--- src/rtl/global_typs_pkg.sv ---
// global_typs_pkg
//   Shared types and constants for the IPv4 transmit framer.
//   - ipv4_tx_type: upstream request header plus payload byte stream.
//   - IPTX_* result codes reported back to the upstream UDP block.
//   - Ethernet / IPv4 framing constants and the framer FSM state type.
package global_typs_pkg;

  typedef struct packed {
    logic [7:0]  protocol;
    logic [15:0] data_length;
    logic [31:0] dst_ip_addr;
  } ipv4_tx_hdr_type;

  typedef struct packed {
    logic [7:0] data_out;
    logic       data_out_valid;
    logic       data_out_last;
  } ipv4_tx_data_type;

  typedef struct packed {
    ipv4_tx_hdr_type  hdr;
    ipv4_tx_data_type data;
  } ipv4_tx_type;

  localparam logic [1:0] IPTX_NORMAL  = 2'b00;
  localparam logic [1:0] IPTX_SENDING = 2'b01;
  localparam logic [1:0] IPTX_ERR     = 2'b10;

  localparam logic [15:0] ETHERTYPE_IPV4 = 16'h0800;
  localparam int          IPV4_HDR_LEN   = 20;
  localparam int          ETH_HDR_LEN    = 14;

  // Last header byte index (Ethernet + IPv4 header, zero based).
  localparam logic [5:0]  HDR_LAST_IDX   = 6'(ETH_HDR_LEN + IPV4_HDR_LEN - 1);

  typedef enum logic [1:0] {
    ST_IDLE,
    ST_WAIT_GRANT,
    ST_SEND_HDR,
    ST_SEND_DATA
  } tx_state_e;

endpackage

--- src/rtl/ipv4_tx_framer_if.sv ---
// ipv4_tx_framer_if
//   Bundles the framer's upstream request/payload side and its MAC transmit
//   side.
//   - slave : view used by ipv4_tx_framer (consumes requests, drives the MAC
//             stream and the request line).
//   - master: view used by the environment (UDP block + MAC arbiter/sink).
//   Signals:
//     ip_tx_start, ip_tx, dst_mac           request + payload from upstream
//     ip_tx_result, ip_tx_data_out_ready    status/backpressure to upstream
//     mac_tx_req, mac_tx_granted            MAC path arbitration
//     mac_tx_tvalid/tready/tlast/tdata      byte stream toward the MAC
interface ipv4_tx_framer_if;
  import global_typs_pkg::*;

  logic        ip_tx_start;
  ipv4_tx_type ip_tx;
  logic [1:0]  ip_tx_result;
  logic        ip_tx_data_out_ready;
  logic [47:0] dst_mac;
  logic        mac_tx_req;
  logic        mac_tx_granted;
  logic        mac_tx_tready;
  logic        mac_tx_tvalid;
  logic        mac_tx_tlast;
  logic [7:0]  mac_tx_tdata;

  modport slave (
    input  ip_tx_start, ip_tx, dst_mac, mac_tx_granted, mac_tx_tready,
    output ip_tx_result, ip_tx_data_out_ready, mac_tx_req,
           mac_tx_tvalid, mac_tx_tlast, mac_tx_tdata
  );

  modport master (
    output ip_tx_start, ip_tx, dst_mac, mac_tx_granted, mac_tx_tready,
    input  ip_tx_result, ip_tx_data_out_ready, mac_tx_req,
           mac_tx_tvalid, mac_tx_tlast, mac_tx_tdata
  );

endinterface

--- src/rtl/ipv4_hdr_checksum.sv ---
// ipv4_hdr_checksum
//   Combinational IPv4 header checksum over the ten header words with the
//   checksum word taken as zero. The parent registers the result.
//   Fixed words: 0x4500 (ver/IHL/TOS), 0x4000 (flags DF, frag offset 0).
//   Ports:
//     total_length, identification  variable 16-bit header words
//     ttl, protocol                 packed into one header word
//     src_ip, dst_ip                addresses, two words each
//     checksum                      inverted folded one's-complement sum
module ipv4_hdr_checksum (
  input  logic [15:0] total_length,
  input  logic [15:0] identification,
  input  logic [7:0]  ttl,
  input  logic [7:0]  protocol,
  input  logic [31:0] src_ip,
  input  logic [31:0] dst_ip,
  output logic [15:0] checksum
);

  logic [19:0] sum;
  logic [16:0] fold1;
  logic [15:0] fold2;

  // Ten 16-bit words fit in 20 bits; two folds absorb every carry.
  always_comb begin
    sum   = 20'h0_4500 + 20'(total_length) + 20'(identification) + 20'h0_4000
          + 20'({ttl, protocol})
          + 20'(src_ip[31:16]) + 20'(src_ip[15:0])
          + 20'(dst_ip[31:16]) + 20'(dst_ip[15:0]);
    fold1 = 17'(sum[15:0]) + 17'(sum[19:16]);
    fold2 = fold1[15:0] + 16'(fold1[16]);
    checksum = ~fold2;
  end

endmodule

--- src/rtl/ipv4_tx_framer.sv ---
// ipv4_tx_framer
//   Transmit IPv4 framing stage. Accepts a request on the bus, arbitrates for
//   the MAC path, emits a 14-byte Ethernet header and a 20-byte IPv4 header
//   (with checksum), then passes the upstream payload straight through.
//   Ports:
//     clk    system clock
//     reset  synchronous active-high reset
//     bus    ipv4_tx_framer_if.slave (request, payload, MAC stream)
//   Parameters: OUR_IP, OUR_MAC, TTL, MAX_DATA_LEN.
//   Build option: define IPV4_TX_LEN_CHECK_EN to count accepted payload bytes
//   and report IPTX_ERR at frame end if the count differs from data_length.
module ipv4_tx_framer
  import global_typs_pkg::*;
#(
  parameter logic [31:0] OUR_IP       = 32'hC0A8_0001,
  parameter logic [47:0] OUR_MAC      = 48'h0023_2045_0001,
  parameter logic [7:0]  TTL          = 8'd128,
  parameter logic [15:0] MAX_DATA_LEN = 16'd1480
) (
  input logic             clk,
  input logic             reset,
  ipv4_tx_framer_if.slave bus
);

  tx_state_e       state_q, state_d;
  logic [5:0]      byte_cnt_q, byte_cnt_d;
  logic [15:0]     id_q, id_d;
  logic [1:0]      result_q, result_d;
  logic [47:0]     dst_mac_q, dst_mac_d;
  ipv4_tx_hdr_type hdr_q, hdr_d;
  logic [15:0]     cksum_q, cksum_d;

  logic [15:0]     cksum_w;
  logic [15:0]     total_len;
  logic [271:0]    hdr_vec;
  logic [8:0]      bsel;
  logic            hdr_acc, hdr_last, pay_acc, pay_done, frame_err;

`ifdef IPV4_TX_LEN_CHECK_EN
  logic [15:0]     pay_cnt_q, pay_cnt_d;
`endif

  assign total_len = hdr_q.data_length + 16'(IPV4_HDR_LEN);

  ipv4_hdr_checksum u_cksum (
    .total_length   (total_len),
    .identification (id_q),
    .ttl            (TTL),
    .protocol       (hdr_q.protocol),
    .src_ip         (OUR_IP),
    .dst_ip         (hdr_q.dst_ip_addr),
    .checksum       (cksum_w)
  );

  // Whole 34-byte header laid out MSB first; byte n sits at bits
  // [(33-n)*8 +: 8], so the counter selects without a wide case.
  assign hdr_vec = {dst_mac_q, OUR_MAC, ETHERTYPE_IPV4,
                    8'h45, 8'h00, total_len, id_q, 8'h40, 8'h00,
                    TTL, hdr_q.protocol, cksum_q, OUR_IP, hdr_q.dst_ip_addr};
  assign bsel    = {HDR_LAST_IDX - byte_cnt_q, 3'b000};

  // Header bytes are always valid in SEND_HDR, so tready alone accepts.
  assign hdr_acc  = (state_q == ST_SEND_HDR) && bus.mac_tx_tready;
  assign hdr_last = (byte_cnt_q == HDR_LAST_IDX);
  assign pay_acc  = (state_q == ST_SEND_DATA) && bus.ip_tx.data.data_out_valid
                    && bus.mac_tx_tready;
  assign pay_done = pay_acc && bus.ip_tx.data.data_out_last;

`ifdef IPV4_TX_LEN_CHECK_EN
  // pay_cnt_q excludes the last byte being accepted now.
  assign frame_err = (pay_cnt_q + 16'd1) != hdr_q.data_length;
`else
  assign frame_err = 1'b0;
`endif

  // ---------------------------------------------------------------- state reg
  always_ff @(posedge clk) begin
    if (reset) state_q <= ST_IDLE;
    else       state_q <= state_d;
  end

  always_ff @(posedge clk) begin
    if (reset) begin
      byte_cnt_q <= '0;
      id_q       <= '0;
      result_q   <= IPTX_NORMAL;
      dst_mac_q  <= '0;
      hdr_q      <= '0;
      cksum_q    <= '0;
`ifdef IPV4_TX_LEN_CHECK_EN
      pay_cnt_q  <= '0;
`endif
    end else begin
      byte_cnt_q <= byte_cnt_d;
      id_q       <= id_d;
      result_q   <= result_d;
      dst_mac_q  <= dst_mac_d;
      hdr_q      <= hdr_d;
      cksum_q    <= cksum_d;
`ifdef IPV4_TX_LEN_CHECK_EN
      pay_cnt_q  <= pay_cnt_d;
`endif
    end
  end

  // --------------------------------------------------------------- next state
  always_comb begin
    state_d    = state_q;
    byte_cnt_d = byte_cnt_q;
    id_d       = id_q;
    result_d   = result_q;
    dst_mac_d  = dst_mac_q;
    hdr_d      = hdr_q;
    cksum_d    = cksum_q;
`ifdef IPV4_TX_LEN_CHECK_EN
    pay_cnt_d  = pay_cnt_q;
`endif
    case (state_q)
      ST_IDLE: begin
        if (bus.ip_tx_start) begin
          if (bus.ip_tx.hdr.data_length > MAX_DATA_LEN) begin
            result_d = IPTX_ERR;
          end else begin
            hdr_d     = bus.ip_tx.hdr;
            dst_mac_d = bus.dst_mac;
            result_d  = IPTX_SENDING;
            state_d   = ST_WAIT_GRANT;
`ifdef IPV4_TX_LEN_CHECK_EN
            pay_cnt_d = '0;
`endif
          end
        end
      end
      ST_WAIT_GRANT: begin
        // Latched fields are stable here, so the first WAIT_GRANT cycle
        // already registers the final checksum.
        cksum_d = cksum_w;
        if (bus.mac_tx_granted) begin
          state_d    = ST_SEND_HDR;
          byte_cnt_d = '0;
        end
      end
      ST_SEND_HDR: begin
        if (hdr_acc) begin
          if (hdr_last) begin
            byte_cnt_d = '0;
            // Zero-length payload: the frame ends on the last header byte.
            if (hdr_q.data_length == '0) begin
              state_d  = ST_IDLE;
              id_d     = id_q + 16'd1;
              result_d = IPTX_NORMAL;
            end else begin
              state_d  = ST_SEND_DATA;
            end
          end else begin
            byte_cnt_d = byte_cnt_q + 6'd1;
          end
        end
      end
      ST_SEND_DATA: begin
`ifdef IPV4_TX_LEN_CHECK_EN
        if (pay_acc) pay_cnt_d = pay_cnt_q + 16'd1;
`endif
        if (pay_done) begin
          state_d  = ST_IDLE;
          id_d     = id_q + 16'd1;
          result_d = frame_err ? IPTX_ERR : IPTX_NORMAL;
        end
      end
      default: state_d = ST_IDLE;
    endcase
  end

  // ------------------------------------------------------------------ outputs
  always_comb begin
    bus.mac_tx_req           = 1'b0;
    bus.mac_tx_tvalid        = 1'b0;
    bus.mac_tx_tlast         = 1'b0;
    bus.mac_tx_tdata         = 8'h00;
    bus.ip_tx_data_out_ready = 1'b0;
    case (state_q)
      ST_WAIT_GRANT: begin
        bus.mac_tx_req = 1'b1;
      end
      ST_SEND_HDR: begin
        bus.mac_tx_req    = 1'b1;
        bus.mac_tx_tvalid = 1'b1;
        bus.mac_tx_tdata  = hdr_vec[bsel +: 8];
        bus.mac_tx_tlast  = hdr_last && (hdr_q.data_length == '0);
      end
      ST_SEND_DATA: begin
        // Zero-latency pass-through of the upstream stream.
        bus.mac_tx_req           = 1'b1;
        bus.mac_tx_tvalid        = bus.ip_tx.data.data_out_valid;
        bus.mac_tx_tlast         = bus.ip_tx.data.data_out_last;
        bus.mac_tx_tdata         = bus.ip_tx.data.data_out;
        bus.ip_tx_data_out_ready = bus.mac_tx_tready;
      end
      default: ;
    endcase
  end

  assign bus.ip_tx_result = result_q;

endmodule

--- src/flat_wrapper.sv ---
// flat-port wrapper written by rule: the top's interface ports become plain ports
module ipv4_tx_framer_flat import global_typs_pkg::*;
#(
  parameter logic [31:0] OUR_IP       = 32'hC0A8_0001,
  parameter logic [47:0] OUR_MAC      = 48'h0023_2045_0001,
  parameter logic [7:0]  TTL          = 8'd128,
  parameter logic [15:0] MAX_DATA_LEN = 16'd1480
)
  (clk, reset, bus_ip_tx_start, bus_ip_tx, bus_dst_mac, bus_mac_tx_granted, bus_mac_tx_tready, bus_ip_tx_result, bus_ip_tx_data_out_ready, bus_mac_tx_req, bus_mac_tx_tvalid, bus_mac_tx_tlast, bus_mac_tx_tdata);
  ipv4_tx_framer_if bus_i ();
  input logic clk;
  input logic reset;
  input wire logic [$bits(bus_i.ip_tx_start)-1:0] bus_ip_tx_start;
  input wire logic [$bits(bus_i.ip_tx)-1:0] bus_ip_tx;
  input wire logic [$bits(bus_i.dst_mac)-1:0] bus_dst_mac;
  input wire logic [$bits(bus_i.mac_tx_granted)-1:0] bus_mac_tx_granted;
  input wire logic [$bits(bus_i.mac_tx_tready)-1:0] bus_mac_tx_tready;
  output wire logic [$bits(bus_i.ip_tx_result)-1:0] bus_ip_tx_result;
  output wire logic [$bits(bus_i.ip_tx_data_out_ready)-1:0] bus_ip_tx_data_out_ready;
  output wire logic [$bits(bus_i.mac_tx_req)-1:0] bus_mac_tx_req;
  output wire logic [$bits(bus_i.mac_tx_tvalid)-1:0] bus_mac_tx_tvalid;
  output wire logic [$bits(bus_i.mac_tx_tlast)-1:0] bus_mac_tx_tlast;
  output wire logic [$bits(bus_i.mac_tx_tdata)-1:0] bus_mac_tx_tdata;
  assign bus_i.ip_tx_start = bus_ip_tx_start;
  assign bus_i.ip_tx = bus_ip_tx;
  assign bus_i.dst_mac = bus_dst_mac;
  assign bus_i.mac_tx_granted = bus_mac_tx_granted;
  assign bus_i.mac_tx_tready = bus_mac_tx_tready;
  assign bus_ip_tx_result = bus_i.ip_tx_result;
  assign bus_ip_tx_data_out_ready = bus_i.ip_tx_data_out_ready;
  assign bus_mac_tx_req = bus_i.mac_tx_req;
  assign bus_mac_tx_tvalid = bus_i.mac_tx_tvalid;
  assign bus_mac_tx_tlast = bus_i.mac_tx_tlast;
  assign bus_mac_tx_tdata = bus_i.mac_tx_tdata;
  ipv4_tx_framer #(.OUR_IP(OUR_IP), .OUR_MAC(OUR_MAC), .TTL(TTL), .MAX_DATA_LEN(MAX_DATA_LEN)) u_core (.clk(clk), .reset(reset), .bus(bus_i));
endmodule
--- config.mk ---
export PLATFORM = sky130hd
export DESIGN_NAME = ipv4_tx_framer_flat
export DESIGN_NICKNAME = d
export VERILOG_FILES = /design/src/rtl/global_typs_pkg.sv /design/src/rtl/ipv4_tx_framer_if.sv /design/src/rtl/ipv4_hdr_checksum.sv /design/src/rtl/ipv4_tx_framer.sv /design/src/flat_wrapper.sv
export SDC_FILE = /design/constraint.sdc
export NUM_CORES = 1
export LEC_CHECK = 0
export ABC_CLOCK_PERIOD_IN_PS = 11900
export CORE_MARGIN = 3
export CORE_UTILIZATION = 45
export DETAILED_ROUTE_END_ITERATION = 16
export GPL_TIMING_DRIVEN = 0
export PLACE_DENSITY_LB_ADDON = 0.12
export SKIP_CTS_REPAIR_TIMING = 1
export SKIP_LAST_GASP = 1
export SLEW_MARGIN = 20
export SYNTH_ARGS = -nofsm -noshare
export SYNTH_HDL_FRONTEND = slang
export SYNTH_HIERARCHICAL = 1
export SYNTH_SLANG_ARGS = --single-unit
--- constraint.sdc ---
create_clock -name clk -period 11.9 [get_ports clk]
set_input_delay 2.38 -clock clk [delete_from_list [all_inputs] [get_ports clk]]
set_output_delay 2.38 -clock clk [all_outputs]
set_load 0.02 [all_outputs]
==> run_results.csv <==
group,metric,value,unit
run_status,outcome,"complete, no violations",
synthesis,yosysTopAreaCell,"dfxtp_1",
grt,grt_remaining_overflow,0,
place,hpwl,34240,µm
worst_setup_path,required,12.25,ns
timing,report.final.setup_viol,0,
synthesis,ys_types,95,
timing,worst_slew_pin_slew,1.077,ns
synthesis,synth.top_cell.area_share,24.30,%
timing,tns,0,ns
final_layout,num-fill-cells,2554,
clocking,cts_root_buffer,"clkbuf_16",
worst_setup_path,critical_path_arrival,10.76,ns
floorplan,core_area,0.02613,mm²
clocking,cts.sinks,146,
floorplan,die_x,169.5,µm
timing,skew,0.01820,ns
final_layout,nets,1898,
route,drt_first_pass_iters,7,
timing,hold_viol_final,0,
synthesis,yosys_register_bits,146,
synthesis,syn_area_per_cell,8.222,µm²
worst_setup_path,r2r_slack,1.49,ns
synthesis,netlist_area,0.01203,mm²
pwr,peakVddDrop,0.08160,mV
synthesis,ys_top_cells_by_count,"inv_1, a21oi_1, dfxtp_1",
synthesis,yosys-top-cells-area,"dfxtp_1, fa_1, inv_1",
route,vias,11410,
grt,grt_pass1_wl,63600,µm
grt,track_usage,29.10,%
timing,slew_viol_final,0,
worst_setup_path,cp-startpoint,"u_core/hdr_q[36]$_SDFFE_PP0P_",
route,wl_per_cell,21.26,µm
floorplan,die_h,169.5,µm
synthesis,synthMostInstantiatedCell,"inv_1",
worst_hold_path,hp-class,"reg -> reg",
final_layout,area_growth,20.55,%
grt,first_global_vias,11260,
clocking,clkLatencyLatePin,0.43,ns
synthesis,ys_warn_count,6,
worst_setup_path,cp-end-kind,"register",
route,drt_iter0_markers,900,
worst_setup_path,r2r-start,"u_core/hdr_q[36]$_SDFFE_PP0P_",
timing,fin_crit_sh,87.46,%
clocking,clockBufferDepth,2,
worst_setup_path,cp-endpoint,"u_core/cksum_q[14]$_SDFFE_PP0N_",
route,routed_wl,42500,µm
synthesis,ys.flop_type,"dfxtp_1",
timing,max_freq,0.09608,GHz
floorplan,dieArea,0.02873,mm²
clocking,numCtsBuffers,17,
route,postRouteAntennaNets,0,
synthesis,async_reset_ff_share,0,%
worst_setup_path,r2r_cells,41,
synthesis,synth_cells,1463,
timing,period_needed,10.41,ns
place,place_congestion,0.9630,
worst_setup_path,critical_path.startpoint_type,"register",
floorplan,start_util,46.03,%
clocking,tritoncts,"built",
timing,rsz0062_at_grt,"no",
clocking,path_clk_slew,0.07,ns
pwr,leakage,5.556,nW
synthesis,synth_edf_count,0,
worst_setup_path,cpPeakStageDelay,0.56,ns
final_layout,final_layout_size_suffix_gt1_share,6.791,%
pwr,total_power,1.617,mW
final_layout,antenna_cells,0,
pwr,powerDensity,111.5,mW/mm²
grt,grt_antenna_before_repair,2,
worst_setup_path,path_class,"reg -> reg",
job,maxCapViolations,0,
worst_setup_path,path_max_fanout,10,
worst_setup_path,slowest_stage,"a21oi_1",
grt,grt_max_degree,17,
timing,max_slew_margin,27.44,%
worst_setup_path,rr_endpoint,"u_core/cksum_q[14]$_SDFFE_PP0N_",
route,drc,0,
clocking,h-tree-depth,4,
place,portBuffers,131,
synthesis,synth-seq-area-share,24.30,%
floorplan,ioPinCount,133,
floorplan,rows,59,
route,viasPerCell,5.706,
[layout by cell type, fill, tap and decap left out, drive strengths merged, types with 8 or more instances in the layout]
cell type,instances
inv,242
a21oi,161
dfxtp,146
o21ai,133
clkdlybuf4s50,131
nand4,111
clkbuf,91
fa,80
nand2,79
ha,48
conb,40
nor2,37
xnor2,33
buf,32
xor2,24
mux2i,20
nor3,20
nand3,18
or3,17
mux4,16
mux2,13
o31ai,12
nor4,11
nor2b,8
a22oi,8
nor3b,8
[how the worst min path moves through the flow]
stage	slack (ns)	end	cells after the start	startpoint
final	0.46	u_core/cksum_q[1]$_SDFFE_PP0N_	2	u_core/cksum_q[1]$_SDFFE_PP0N_
after global routing	0.49	u_core/cksum_q[1]$_SDFFE_PP0N_	2	u_core/cksum_q[1]$_SDFFE_PP0N_
after CTS	0.46	u_core/cksum_q[1]$_SDFFE_PP0N_	2	u_core/cksum_q[1]$_SDFFE_PP0N_
after detailed placement	0.45	u_core/cksum_q[1]$_SDFFE_PP0N_	2	u_core/cksum_q[1]$_SDFFE_PP0N_
after global placement	0.44	u_core/cksum_q[0]$_SDFFE_PP0N_	2	u_core/cksum_q[0]$_SDFFE_PP0N_
after floorplan	0.43	u_core/cksum_q[13]$_SDFFE_PP0N_	2	u_core/cksum_q[13]$_SDFFE_PP0N_
[power breakdown]
part	leakage [nW]	switching, mW	internal [mW]
combinational	4.08	0.322	0.237
sequential	1.18	0.00308	0.491
clock	0.295	0.245	0.318
total	5.56	0.570	1.05
[cell families after synthesis]
group | count (synthesis) | synth area share, %
compound gates | 393 | 19.33
xor+xnor | 57 | 4.150
fa+ha+maj | 128 | 18.31
buf+inv | 340 | 11.11
flops | 146 | 24.30
mux | 49 | 5.877
other cells | 2 | 0.06243
simple gates | 348 | 16.87
[through the flow]
step | utilization [%] | setup WS (ns) | instances | instance area (µm²) | hold WS (ns)
floorplan | - | 3.173 | 1501 | 12170 | 0.4315
detailed placement | 53.20 | 1.599 | 1967 | 13900 | 0.4492
global placement | 53.20 | 1.669 | 1967 | 13900 | 0.4427
CTS | 55.49 | 1.528 | 1999 | 14500 | 0.4576
finish | 55.49 | 1.492 | 1999 | 14500 | 0.4576
global route | 55.49 | 0.7470 | 1999 | 14500 | 0.4943
[sequential cells by signal, indices dropped and copies added (netlist names)]
name,flops
u_core/cksum_q,16
u_core/dst_mac_q,48
u_core/state_q,2
u_core/byte_cnt_q,6
u_core/id_q,16
u_core/bus.ip_tx_result,2
u_core/hdr_q,56
[cell type report]
type                       count  area [µm²]  share of cell area [%]
tap                          335       419.2                   2.890
clock buffer                  18       429.2                   2.959
multi-input combinational   1015        7914                   54.57
buffer                       105       454.2                   3.132
sequential                   146        2923                   20.16
timing repair buffer         131        1311                   9.042
clock inverter                14       168.9                   1.165
inverter                     235       882.1                   6.083
[worst max-delay path: cells and delay by family, from the launching register on]
family	cells	cell delay (ns)
flip-flops	1	0.30
XOR/XNOR	3	0.86
AND/OR/NAND/NOR	14	3.03
AO/OA/AOI/OAI	9	2.13
adder cells (fa/ha/maj)	8	3.25
buffers and inverters	7	0.76
[routing by layer]
metal | track usage, % | wire length [µm]
met1 | 37.32 | 17910
met3 | 8.013 | 3481
met2 | 47.79 | 19670
met4 | 9.531 | 1436
met5 | 0 | 10
No activity file was read; power rests on OpenSTA's default activity.
